`src/rtl/fetch_unit_pkg.sv`:
```
// Shared widths for the instruction-fetch front end.
package fetch_unit_pkg;

    localparam int unsigned InstAddrWidth = 32;
    localparam int unsigned InstDataWidth = 32;

endpackage

```
`src/rtl/sync_fifo.sv`:
```
// Synchronous FIFO with flush, combined push/pop and a flop-backed head entry.
module sync_fifo #(
    parameter int unsigned WIDTH = 64,
    parameter int unsigned DEPTH = 4
) (
    input  logic                     clk,
    input  logic                     rst,
    input  logic                     flush_i,
    input  logic                     push_i,
    input  logic                     pop_i,
    input  logic [WIDTH-1:0]         wdata_i,
    output logic [WIDTH-1:0]         rdata_o,
    output logic [$clog2(DEPTH):0]   count_o
);

    localparam int unsigned PtrW = $clog2(DEPTH);
    localparam int unsigned CntW = PtrW + 1;

    logic [WIDTH-1:0] mem_q [DEPTH];
    logic [WIDTH-1:0] mem_d [DEPTH];
    logic [PtrW-1:0]  wr_ptr_q, wr_ptr_d;
    logic [PtrW-1:0]  rd_ptr_q, rd_ptr_d;
    logic [CntW-1:0]  count_q, count_d;
    logic             do_push, do_pop;

    always_comb begin
        mem_d    = mem_q;
        wr_ptr_d = wr_ptr_q;
        rd_ptr_d = rd_ptr_q;
        count_d  = count_q;
        // A push into a full FIFO is accepted only when a pop frees the slot.
        do_push  = push_i & ((count_q != CntW'(DEPTH)) | pop_i);
        do_pop   = pop_i & (count_q != '0);
        if (flush_i) begin
            wr_ptr_d = '0;
            rd_ptr_d = '0;
            count_d  = '0;
        end else begin
            if (do_push) begin
                mem_d[wr_ptr_q] = wdata_i;
                wr_ptr_d        = wr_ptr_q + PtrW'(1);
            end
            if (do_pop) begin
                rd_ptr_d = rd_ptr_q + PtrW'(1);
            end
            if (do_push && !do_pop) begin
                count_d = count_q + CntW'(1);
            end else if (!do_push && do_pop) begin
                count_d = count_q - CntW'(1);
            end
        end
    end

    always_ff @(posedge clk or posedge rst) begin
        if (rst) begin
            mem_q    <= '{default: '0};
            wr_ptr_q <= '0;
            rd_ptr_q <= '0;
            count_q  <= '0;
        end else begin
            mem_q    <= mem_d;
            wr_ptr_q <= wr_ptr_d;
            rd_ptr_q <= rd_ptr_d;
            count_q  <= count_d;
        end
    end

    assign rdata_o = mem_q[rd_ptr_q];
    assign count_o = count_q;

endmodule

```
`src/rtl/fetch_unit.sv`:
```
// Instruction-fetch front end: PC, ROM request tracking, redirect/flush and a
// prefetch FIFO presenting a valid/stall instruction stream to decode.
module fetch_unit
    import fetch_unit_pkg::*;
#(
    parameter int unsigned           ADDR_WIDTH = InstAddrWidth,
    parameter int unsigned           DATA_WIDTH = InstDataWidth,
    parameter int unsigned           FIFO_DEPTH = 4,
    parameter logic [ADDR_WIDTH-1:0] RESET_PC   = '0,
    parameter int unsigned           PC_STEP    = 4
) (
    input  logic                          clk,
    input  logic                          rst,
    input  logic [DATA_WIDTH-1:0]         rom_data_in,
    input  logic                          redirect_valid,
    input  logic [ADDR_WIDTH-1:0]         redirect_pc,
    input  logic                          stall_in,
    output logic [ADDR_WIDTH-1:0]         rom_addr_out,
    output logic                          rom_enable,
    output logic                          inst_valid_out,
    output logic [DATA_WIDTH-1:0]         inst_data_out,
    output logic [ADDR_WIDTH-1:0]         inst_pc_out,
    output logic [$clog2(FIFO_DEPTH):0]   fifo_count
);

    localparam int unsigned CntW = $clog2(FIFO_DEPTH) + 1;

    logic [ADDR_WIDTH-1:0]            pc_q, pc_d;
    logic [ADDR_WIDTH-1:0]            pending_pc_q, pending_pc_d;
    logic                             pending_q, pending_d;
    logic                             pop, push, issue;
    logic [CntW:0]                    occ_next;
    logic [CntW-1:0]                  count;
    logic [ADDR_WIDTH+DATA_WIDTH-1:0] head;

    always_comb begin
        pop      = (count != '0) & ~stall_in & ~redirect_valid;
        push     = pending_q & ~redirect_valid;
        // Occupancy once this cycle's response lands; issuing needs a free slot left.
        occ_next = {1'b0, count} + (CntW + 1)'(pending_q) - (CntW + 1)'(pop);
        issue    = ~rst & ~redirect_valid & (occ_next <= (CntW + 1)'(FIFO_DEPTH - 1));

        pc_d         = pc_q;
        pending_d    = 1'b0;
        pending_pc_d = pending_pc_q;
        if (redirect_valid) begin
            pc_d = redirect_pc;
        end else if (issue) begin
            pc_d         = pc_q + ADDR_WIDTH'(PC_STEP);
            pending_d    = 1'b1;
            pending_pc_d = pc_q;
        end
    end

    always_ff @(posedge clk or posedge rst) begin
        if (rst) begin
            pc_q         <= RESET_PC;
            pending_q    <= 1'b0;
            pending_pc_q <= '0;
        end else begin
            pc_q         <= pc_d;
            pending_q    <= pending_d;
            pending_pc_q <= pending_pc_d;
        end
    end

    sync_fifo #(
        .WIDTH (ADDR_WIDTH + DATA_WIDTH),
        .DEPTH (FIFO_DEPTH)
    ) u_fifo (
        .clk     (clk),
        .rst     (rst),
        .flush_i (redirect_valid),
        .push_i  (push),
        .pop_i   (pop),
        .wdata_i ({pending_pc_q, rom_data_in}),
        .rdata_o (head),
        .count_o (count)
    );

    assign rom_addr_out   = pc_q;
    assign rom_enable     = issue;
    assign inst_valid_out = (count != '0);
    assign inst_pc_out    = head[ADDR_WIDTH+DATA_WIDTH-1:DATA_WIDTH];
    assign inst_data_out  = head[DATA_WIDTH-1:0];
    assign fifo_count     = count;

endmodule
```
`config.mk`:
```
export PLATFORM = sky130hd
export DESIGN_NAME = fetch_unit
export DESIGN_NICKNAME = d
export VERILOG_FILES = /design/src/rtl/fetch_unit_pkg.sv /design/src/rtl/sync_fifo.sv /design/src/rtl/fetch_unit.sv
export SDC_FILE = /design/constraint.sdc
export NUM_CORES = 1
export LEC_CHECK = 0
export ABC_AREA = 1
export ABC_CLOCK_PERIOD_IN_PS = 8900
export BUFFER_PORTS_ARGS = -buffer_cell sky130_fd_sc_hd__buf_2
export CAP_MARGIN = 20
export CORE_MARGIN = 5
export CORE_UTILIZATION = 40
export CTS_CLUSTER_DIAMETER = 150
export DETAILED_ROUTE_END_ITERATION = 8
export PLACE_DENSITY = 0.61
export SLEW_MARGIN = 20
export SYNTH_ARGS = -nofsm -noshare
export SYNTH_HDL_FRONTEND = slang
export SYNTH_HIERARCHICAL = 1
export SYNTH_SLANG_ARGS = --single-unit
export TNS_END_PERCENT = 30
```
`constraint.sdc`:
```
create_clock -name clk -period 8.9 [get_ports clk]
set_input_delay 0.89 -clock clk [delete_from_list [all_inputs] [get_ports clk]]
set_output_delay 0.89 -clock clk [all_outputs]
set_load 0.01 [all_outputs]
```
==> results.tsv <==
stage	metric	value	unit
status	outcome	finished clean	
place	placed_area	17100	um2
power	intPower	0.00318	W
clock_tree	post_cts_buffers	0	
clock_tree	clk_pin_slew	60	ps
critical_path	crit_required	8010	ps
detailed_routing	route.detailed.drc	0	
sta	rsz0062_at_grt	false	
detailed_routing	avgRoutedWirePerCell	16.4	um
critical_path	cp_slowest_stage_delay	730	ps
final_layout	fin_cells	2547	
critical_path	cp-end-kind	primary output	
grt	grt_pass1_vias	12800	
power	seqPwrFrac	40.3	%
die	dieArea	45200	um2
synthesis	synth_area	16400	um2
flow_run	maxCapViolCount	0	
grt	grt_max_degree	129	
clock_tree	cts_root_buf	clkbuf_16	
sta	fin_crit	4190	ps
power	p_leak	9.03	nW
clock_tree	cts_buffers	39	
grt	grt_use_total	18.5	%
sta	maxSlewViolCount	0	
sta	fin_skew	20.3	ps
synthesis	netlist-cell-type-count	32	
sta	setup_viol	0	
detailed_routing	drt_iter0_drc	908	
critical_path	cp_max_fo	69	
grt	antenna_found_initial	0	
synthesis	synthArstFlopShare	100	%
sta	worst_pin_slew	999	ps
clock_tree	clock_latency	550	ps
die	num_io_pins	169	
detailed_routing	viasPerCell	5.06	
clock_tree	clockBufferDepth	3	
power	ir_drop	0.168	mV
synthesis	synth_edf_count	0	
place	gp_congestion	0.866	
worst_hold_path	hold-path-cell-count	2	
sta	layout_worst_path_cycle_share	47.1	%
final_layout	fill_cells	4071	
sta	relSlewSlack	33.4	%
critical_path	reg2reg_depth	10	
sta	finalSetupTns	0	ps
power	comb_power_share	27.2	%
synthesis	synthFlopType	dfrtp_1	
final_layout	finalNetCount	2064	
sta	max_freq	0.238	GHz
critical_path	crit_type	reg2out	
detailed_routing	drt_pass1_iterations	7	
die	initial_core_util	40.3	%
power	p_clk_share	32.5	%
place	placed_cells	2476	
synthesis	yosys_warnings	6	
power	p_sw	0.00173	W
final_layout	layout_commonest_cell	nand2_1	
sta	finalHoldViolations	0	
die	chipHeight	213	um
final_layout	area_growth	12.3	%
die	core	40700	um2
critical_path	critPathSlowestCell	dfrtp_4	
power	p_per_area	266	nW/um2
final_layout	final_area	18400	um2
worst_hold_path	hold_path.class	reg2reg	
detailed_routing	vias	12900	
clock_tree	cts_sinks	328	
die	fp-row-count	74	
critical_path	crit_arrival	3300	ps
critical_path	cp_cell_sequence	inv_4, buf_4, o21ai_0, o22ai_1, buf_2	
power	switching_share	35.3	%
detailed_routing	wirelength	41700	um
synthesis	synth_cells	1882	
place	port_buffers	168	
grt	grt_pass1_wl	68200	um
clock_tree	cts_resized	0	
final_layout	final_cell_mix	nand2_1 (468), dfrtp_1 (326), nor2_1 (177)	
synthesis	synth-seq-cells	328	
detailed_routing	drtAntennaViolNets	0	
synthesis	ys_seq_area_share	50.0	%
synthesis	synth_area_per_cell	8.72	um2
clock_tree	cts_hold_buf	0	
critical_path	crit_path_start_kind	register	
die	die_x	213	um
place	hpwl	25700	um
final_layout	layout-drive-gt1-share	25.3	%
synthesis	synth_nets	1959	
final_layout	diodes	0	
grt	grt.overflow.total	0	
clock_tree	cts_tree	yes	
clock_tree	ctsHtreeMaxLevel	2	
## through the flow
stage	hold slack [ps]	utilization (%)	worst slack, ps	power [W]
after floorplan	449	-	770	0.00285
after global placement	459	41.9	4700	0.00332
after detailed placement	462	41.9	4590	0.00335
after CTS	477	45.1	4570	0.00498
after global routing	484	45.2	4450	0.00524
final	474	45.2	4710	0.00491
## cells by family after synthesis
family          after synthesis  synth area share [%]
simple gates                797                  20.7
compound gates              504                  19.8
flops                       328                  50.0
fa+ha+maj                     9                 0.732
buf+inv                     244                  8.71
## final timing paths
check / endpoint / startpoint / slack, ps
worst max-delay path: inst_pc_out[2] / u_fifo/rd_ptr_q[0] / 4710
worst min-delay path: u_fifo/mem_q[138] / u_fifo/mem_q[138] / 470
worst max register to register: u_fifo/mem_q[209] / u_fifo/count_o[2] / 5660
worst min register to register: u_fifo/mem_q[138] / u_fifo/mem_q[138] / 470
max in group asynchronous: u_fifo/mem_q[131] / rst / 6840
min in group asynchronous: u_fifo/count_o[0] / rst / 550
## worst max-delay path, delay by kind of cell (launching register included)
| family | cells | cell delay, ps |
|---|---|---|
| flops | 1 | 730 |
| compound gates | 2 | 500 |
| buf+inv | 3 | 1500 |
## synth_stat cells, types with 4 or more instances
library cell  instances  area (um2)
nand2_1             468        1760
dfrtp_1             328        8210
nor2_1              177         664
o21ai_2             170        1490
o21ai_0             148         741
inv_1               124         465
o21ai_1             113         566
o22ai_1              65         407
nand2_2              64         400
nand3_1              57         285
buf_6                49         552
clkbuf_1             40         150
buf_8                10         150
buf_2                 8        40.0
ha_1                  8         100
nand2_4               7        78.8
a21oi_1               6        30.0
buf_4                 6        45.0
nand4_1               6        37.5
nor2_2                5        31.3
buf_1                 4        15.0
## power by group through the flow
stage          logic (W)  registers [W]  clock network [W]
5_1_grt          0.00151        0.00201            0.00171
6_report         0.00134        0.00198            0.00160
3_5_place_dp     0.00135        0.00200                  0
3_3_place_gp     0.00133        0.00199                  0
2_1_floorplan   0.000919        0.00193                  0
4_1_cts          0.00136        0.00197            0.00165
## area by class of cell
cell class	count	area (um2)	share of cell area (%)
flip-flops and latches	328	8210	44.6
multi-input cells	1310	6800	36.9
clock buffers	50	1100	5.96
repair buffers	181	971	5.27
well taps	532	666	3.61
inverters	127	487	2.64
clock inverters	19	198	1.07
## metal layers
metal	wire length [um]	GRT usage [%]
met1	19300	25.7
met2	18900	29.5
met3	2400	4.15
met4	1090	5.25
met5	0	0
## registers in the layout (all words and copies together) (netlist names)
name,flops
u_fifo/mem_q,256
pending_pc_q,32
rom_addr_out,32
u_fifo/count_o,3
u_fifo/rd_ptr_q,2
u_fifo/wr_ptr_q,2
pending_q,1
Note: power is estimated with default switching activity, not from simulation.
